===== src/rtl/regfile_wb_arbiter.sv =====
// Register-file write-port arbiter: pipeline writeback (A) has priority,
// long-latency results (B) queue in a small FIFO and drain into idle slots.
module regfile_wb_arbiter #(
  parameter int unsigned DEPTH = 4
) (
  input  logic                     clk,
  input  logic                     rst_n,
  input  logic                     a_valid,
  input  logic [4:0]               a_addr,
  input  logic [31:0]              a_data,
  input  logic                     b_valid,
  output logic                     b_ready,
  input  logic [4:0]               b_addr,
  input  logic [31:0]              b_data,
  output logic                     wEna,
  output logic [4:0]               wAddr,
  output logic [31:0]              wDin,
  output logic [31:0]              pend_mask,
  output logic [$clog2(DEPTH):0]   count
);

  localparam int unsigned AW = $clog2(DEPTH);
  localparam int unsigned CW = AW + 1;

  logic [4:0]    addr_q [DEPTH];
  logic [31:0]   data_q [DEPTH];
  logic [DEPTH-1:0] live_q, live_d;
  logic [AW-1:0] rd_ptr_q, rd_ptr_d;
  logic [AW-1:0] wr_ptr_q, wr_ptr_d;
  logic [CW-1:0] count_q, count_d;
  logic          wena_q, wena_d;
  logic [4:0]    waddr_q, waddr_d;
  logic [31:0]   wdin_q, wdin_d;

  logic a_eff, full, push, pop, push_live;

  // Request qualification: A to r0 is an idle slot, B never pushes while full
  always_comb begin
    a_eff     = a_valid && (a_addr != 5'd0);
    full      = (count_q == CW'(DEPTH));
    push      = b_valid && !full;
    pop       = !a_eff && (count_q != CW'(0));
    push_live = (b_addr != 5'd0) && !(a_eff && (a_addr == b_addr));
  end

  // Next state: kill older same-address entries, arbitrate the write slot, update FIFO
  always_comb begin
    live_d   = live_q;
    rd_ptr_d = rd_ptr_q;
    wr_ptr_d = wr_ptr_q;
    wena_d   = 1'b0;
    waddr_d  = waddr_q;
    wdin_d   = wdin_q;

    for (int unsigned i = 0; i < DEPTH; i++) begin
      if (a_eff && (addr_q[i] == a_addr)) live_d[i] = 1'b0;
    end

    if (a_eff) begin
      wena_d  = 1'b1;
      waddr_d = a_addr;
      wdin_d  = a_data;
    end else if (pop) begin
      // dead heads still consume the slot, with the write suppressed
      wena_d = live_q[rd_ptr_q];
      if (live_q[rd_ptr_q]) begin
        waddr_d = addr_q[rd_ptr_q];
        wdin_d  = data_q[rd_ptr_q];
      end
      live_d[rd_ptr_q] = 1'b0;
      rd_ptr_d         = rd_ptr_q + AW'(1);
    end

    if (push) begin
      live_d[wr_ptr_q] = push_live;
      wr_ptr_d         = wr_ptr_q + AW'(1);
    end

    count_d = count_q + CW'(push) - CW'(pop);
  end

  // Control and output state
  always_ff @(posedge clk or negedge rst_n) begin
    if (!rst_n) begin
      live_q   <= '0;
      rd_ptr_q <= '0;
      wr_ptr_q <= '0;
      count_q  <= '0;
      wena_q   <= 1'b0;
      waddr_q  <= '0;
      wdin_q   <= '0;
    end else begin
      live_q   <= live_d;
      rd_ptr_q <= rd_ptr_d;
      wr_ptr_q <= wr_ptr_d;
      count_q  <= count_d;
      wena_q   <= wena_d;
      waddr_q  <= waddr_d;
      wdin_q   <= wdin_d;
    end
  end

  // FIFO payload storage; validity is tracked by the pointers and live bits
  always_ff @(posedge clk) begin
    if (push) begin
      addr_q[wr_ptr_q] <= b_addr;
      data_q[wr_ptr_q] <= b_data;
    end
  end

  // Pending-write mask from live stored entries
  always_comb begin
    pend_mask = '0;
    for (int unsigned i = 0; i < DEPTH; i++) begin
      if (live_q[i]) pend_mask[addr_q[i]] = 1'b1;
    end
    pend_mask[0] = 1'b0;
  end

  assign b_ready = !full;
  assign wEna    = wena_q;
  assign wAddr   = waddr_q;
  assign wDin    = wdin_q;
  assign count   = count_q;

endmodule


===== config.mk =====
export PLATFORM = sky130hd
export DESIGN_NAME = regfile_wb_arbiter
export DESIGN_NICKNAME = d
export VERILOG_FILES = /design/src/rtl/regfile_wb_arbiter.sv
export SDC_FILE = /design/constraint.sdc
export NUM_CORES = 1
export LEC_CHECK = 0
export BUFFER_PORTS_ARGS = -buffer_cell sky130_fd_sc_hd__buf_2
export CORE_ASPECT_RATIO = 0.6
export CORE_UTILIZATION = 37
export DETAILED_ROUTE_END_ITERATION = 8
export GPL_ROUTABILITY_DRIVEN = 0
export HOLD_SLACK_MARGIN = 0.08
export PLACE_DENSITY_LB_ADDON = 0.12
export SLEW_MARGIN = 20
export SYNTH_ARGS = -nofsm -noshare
export SYNTH_HDL_FRONTEND = slang
export SYNTH_SLANG_ARGS = --single-unit

===== constraint.sdc =====
create_clock -name clk -period 3.15 [get_ports clk]
set_input_delay 0.1575 -clock clk [delete_from_list [all_inputs] [get_ports clk]]
set_output_delay 0.1575 -clock clk [all_outputs]
set_load 0.02 [all_outputs]

==> impl_metrics.ini, run 1 <==
[setup_path]
timing.rr.end = data_q[3][11]
r2r_setup_slack_ps = 770
required_ps = 3270
criticalPathCategory = reg -> reg
worstPathArrival_ps = 2500
path_cells = nor2_1, a21boi_1, nand2_1, inv_2, buf_4
timing.critical_path.buf_inv = 2
r2r_cells = 5
critPathMaxStageDelay_ps = 510
end_kind = flop
cp-start-kind = flop
timing.rr.start = count[0]
path_delay_family = buffers and inverters
crit_fanout = 22
cpMaxStageDelayCell = a21boi_1

[die]
coreArea_um2 = 23510
die_y_um = 123.1
fp.dieArea_um2 = 25090
io-pin-count = 152
rows = 43
start_util_pct = 38.46
die_x_um = 203.8

[logic_synthesis]
avgSynthCellArea_um2 = 14.26
ys_types = 43
yosys.area.top_type = edfxtp_1
synth_common_cells = 148 x edfxtp_1, 61 x nor2_1, 49 x dfrtp_1
async_flop_share_pct = 24.87
synthTopCellsByArea = edfxtp_1 49%, dfrtp_1 14%, mux4_2 9.5%
yosysMostFrequentCell = edfxtp_1
synth-seq-cells = 197
synth_flop_cell = edfxtp_1
ys_warn_count = 0
post-synth-top-area-fraction_pct = 49.15
synthesis.instances = 634
synth.net_count = 723
synth_edf_count = 148
synth-seq-area-share_pct = 62.71
synth_area_um2 = 9042

[min_path]
hold_end = wAddr[0]
hp-start = a_addr[0]
holdPathStages = 3
hold_class = in -> reg

[cts]
cts-root-buf = clkbuf_16
clk_pin_slew_ps = 60
post-cts-setup-buffer-count = 0
tritoncts = yes
h-tree-depth = 4
cts_made_buffers = 17
postCtsHoldBufs = 71
cts_buffer_depth = 2
cts.sinks = 197
ctsResizeCount = 0
insertion_delay_ps = 430

[global_routing]
antenna_found_initial = 2
grt_util_all_layers_pct = 19.51
grt_overflow = 0
grt_max_degree = 66
busiest_layer = met1
use_met1_pct = 28.32
grt_util_met2_pct = 27.59
grt_pass1_vias = 6238
grt_pass1_wl_um = 36070
use_met3_pct = 6.405

[sta]
fin_tns_setup_ps = 0
fin_crit_sh_pct = 75.50
relSlewSlack_pct = 43.89
slew_violations = 0
post-route-min-period_ps = 2378
rsz0062_at_grt = no
fin_skew_ps = 16.38
maxClockFrequency_ghz = 0.4205
setup_viol = 0
final_hold_viol_count = 0
worst_slew_pin_slew_ps = 838.6

[power_and_ir_drop]
p_total_w = 0.009553
peakVddDrop_mv = 0.3904
powerDensity_nw_per_um2 = 838.9
leakage_nw = 4.331

[placement]
portBuffers = 150
hpwlAfterDp_um = 16020

[cells_and_area]
register_area_um2 = 5673
area.growth.synth_to_final_pct = 25.93
multiInputGateArea_um2 = 3099
fin_util_pct = 48.43
nNetsFinal = 931
layout-drive-gt1-share_pct = 28.07
fill_cells = 2046

[detailed_routing]
dr.pass1.iters = 5
wl_per_cell_um = 20.61
num_vias = 6307
vias_per_cell = 5.381
postRouteAntennaNets = 0
route.detailed.drc = 0
first_iter_violations = 482
finalWirelength_um = 24160

[job]
max-cap-violations = 0

[status]
status = finished, final reports clean
==> worst max-delay path by stage <==
stage	from	end	slack [ps]	cells past startpoint
after global routing	count[1]	data_q[3][13]	520	5
final	count[0]	data_q[3][11]	770	5
after global placement	count[1]	data_q[3][17]	810	5
after detailed placement	count[1]	data_q[3][17]	720	5
after floorplan	a_addr[1]	count[2]	840	9
after CTS	count[1]	data_q[0][11]	720	5
==> routing by layer <==
layer	vias to the layer above	share of wire [%]	routed length, um
met4	0	1.3	316
met1	3143	48	11650
met3	34	8.5	2059
li1	2837	-	-
met2	293	42	10140
met5	-	0	0
==> cells by family (layout without fill, tap and decap cells) <==
group | after synthesis | count (layout) | synth area share, %
other cells | 1 | 3 | 0.04147
mux | 74 | 74 | 13.45
buf+inv | 58 | 279 | 3.044
fa+ha+maj | 11 | 11 | 1.605
flops | 197 | 197 | 62.71
xor+xnor | 29 | 29 | 2.809
compound gates | 110 | 110 | 8.150
simple gates | 154 | 154 | 8.192
==> worst register-to-register path, cell delays in order, from the launching register on <==
cell	delay [ps]
dfrtp_1	400
nor2_1	70
a21boi_1	510
nand2_1	220
inv_2	490
buf_4	370
==> power by group <==
part / internal [W] / switching [W]
Sequential: 0.00355 / 0.000405
Combinational: 0.00135 / 0.00204
Clock: 0.00129 / 0.000917
Total: 0.00619 / 0.00336
==> sequential cells by signal (all words and copies together), names as in the netlist <==
| name | count |
|---|---|
| data_q | 128 |
| wDin | 32 |
| addr_q | 20 |
| wAddr | 5 |
| live_q | 4 |
| count | 3 |
| rd_ptr_q | 2 |
| wr_ptr_q | 2 |
| wEna | 1 |
==> through the flow <==
stage	setup WS [ps]	area [um^2]	hold slack, ps	instances
5_1_grt	524.0	11390	105.4	1172
4_1_cts	715.7	11380	85.81	1170
3_3_place_gp	811.1	10070	370.7	1067
3_5_place_dp	722.5	10070	376.7	1067
2_1_floorplan	841.9	9042	-138.1	634
6_report	771.8	11390	114.1	1172
==> cell type report <==
type	instances	area share, %
Antenna cell	2	0.04395
Clock buffer	24	4.142
Clock inverter	8	1.099
Inverter	14	0.4615
Multi-Input combinational cell	379	27.22
Sequential cell	197	49.82
Tap cell	315	3.461
Timing Repair Buffer	233	13.76
==> cells in the final DEF, fill, tap and decap left out, drive strengths merged, types with 15 or more instances in the layout <==
master / n
nor2: 61
xnor2: 18
a21oi: 47
clkbuf: 24
edfxtp: 148
buf: 162
dlygate4sd3: 71
dfrtp: 49
nand2: 37
inv: 15
mux2i: 36
mux4: 38
Power figures use the tool's default switching activity.
==> run 2: changes to the inputs <==
- clock period: 3.15 -> 2.1 ns (I/O delays scaled with it)
==> run 2 against run 1 <==
Against the previous run:
- the flow now finishes with violations (negative setup slack)
- core utilization up 2.8 points
- cell count up 3.9%
- global-route usage up 0.24 points
- hold slack better by 27 ps
- wire length up 1.7%
- clock skew down 6.5 ps
- worst setup slack worse by 810 ps
- via count up 4.4%
- sequential share of layout area down 2.7 points
- non-clock buffer count up 48
- sequential cell count unchanged
- largest power group unchanged
==> impl_metrics.ini, run 2 (same netlist as run 1, synthesis figures left out) <==
[min_path]
hold_class = in -> async

[cts]
clk_pin_slew_ps = 70
tritoncts = yes
cts-root-buf = clkbuf_16
cts_buffer_depth = 2
cts.sinks = 197
cts_made_buffers = 17
insertion_delay_ps = 430
h-tree-depth = 4

[sta]
setup_viol = 2
fin_skew_ps = 9.863
fin_tns_setup_ps = -51.48
hold_slack_ps = 140.6
final_hold_viol_count = 0
rsz0062_at_grt = yes
maxClockFrequency_ghz = 0.4685
post-route-min-period_ps = 2135
slew_violations = 0
fin_crit_sh_pct = 101.7
setup_ws_ps = -34.65

[die]
start_util_pct = 38.46
coreArea_um2 = 23510
fp.dieArea_um2 = 25090
rows = 43
die_y_um = 123.1
die_x_um = 203.8
io-pin-count = 152

[power_and_ir_drop]
powerDensity_nw_per_um2 = 1264
leakage_nw = 4.655
peakVddDrop_mv = 0.6725
p_total_w = 0.01524

[setup_path]
end_kind = output pin
path_cells = buf_4, nand3b_1, o22ai_1, a221o_1, buf_2
crit_fanout = 7
critPathMaxStageDelay_ps = 530
path_delay_family = flip-flops
worstPathArrival_ps = 2030
required_ps = 2000
timing.critical_path.buf_inv = 2
cp-start-kind = flop
criticalPathCategory = reg -> out
cpMaxStageDelayCell = edfxtp_1

[detailed_routing]
dr.pass1.iters = 5
finalWirelength_um = 24560
wl_per_cell_um = 20.16
vias_per_cell = 5.407
postRouteAntennaNets = 0
route.detailed.drc = 0
num_vias = 6586
first_iter_violations = 453

[placement]
dpl_cell_area_um2 = 10330
hpwlAfterDp_um = 16270
place_inst = 1085
portBuffers = 150

[cells_and_area]
mostFrequentLayoutCell = edfxtp_1
top_register = data_q
nNetsFinal = 979
diodes = 0
largest_reg_flops = 128
finalInstanceArea_um2 = 12060
final_cells = 1218
layout-drive-gt1-share_pct = 34.99
area.growth.synth_to_final_pct = 33.32
layout_common_cells = 148 x edfxtp_1, 147 x buf_2, 70 x dlygate4sd3_1

[global_routing]
antenna_found_initial = 0
grt_util_all_layers_pct = 19.75
grt_max_degree = 47
grt_pass1_wl_um = 36540
grt_pass1_vias = 6402
grt_overflow = 0

[status]
violations = negative setup slack
status = complete, but fails checks

[job]
max-cap-violations = 0
run 2: metal layers:
layer | vias to the layer above | wire length, um | part of all wire [%] | GRT usage (%)
li1 | 2943 | - | - | -
met1 | 3299 | 11170 | 45 | 28.28
met2 | 308 | 11090 | 45 | 29.83
met3 | 36 | 1989 | 8.1 | 4.586
met4 | 0 | 313 | 1.3 | 6.015
met5 | - | 0 | 0 | 0
run 2: final cells by class:
class                   count  area (um^2)
clock inverters            12        221.5
flip-flops and latches    197         5677
inverters                  14        52.55
repair buffers            281         2029
multi-input cells         379         3213
well taps                 315        394.1
fillers                  2001        11460
clock buffers              20        467.9
run 2: report_power, final:
group	internal, W	switching (W)
clock network	0.00234	0.00140
registers	0.00532	0.000578
logic	0.00240	0.00321
total	0.0101	0.00519
run 2: stage by stage:
stage | util, % | setup WS (ps)
finish | 51.27 | -34.65
CTS | 50.27 | 6.263
global placement | 43.93 | 70.15
global route | 51.27 | -44.14
floorplan | - | -4.757
detailed placement | 43.93 | 42.28
run 2: worst register-to-register path, stage by stage (launching register included):
cell,delay [ps]
dfrtp_2,440
nor3_4,250
a211oi_4,70
ha_1,280
inv_1,40
ha_2,170
fa_2,370
xnor2_2,150
xnor2_1,120
run 2: path summary, 6_finish.rpt:
check                             startpoint             to  slack, ps  cells after the start
worst min-delay path                   rst_n       wAddr[0]        140                      2
worst min register to register      wDin[29]       wDin[29]        520                      2
worst max-delay path            addr_q[2][2]  pend_mask[25]        -30                      5
max in group asynchronous              rst_n    rd_ptr_q[0]       1310                      3
worst max register to register      count[1]       count[2]         90                      8
min in group clk                   a_addr[0]       wAddr[0]        150                      4
run 2: timing repair:
action	CTS	global route
buffers inserted	11	20
hold buffers	70	0
gates resized for setup	5	19
endpoints found under the setup margin	21	29
pin swaps	0	2
endpoints found under the hold margin	229	0
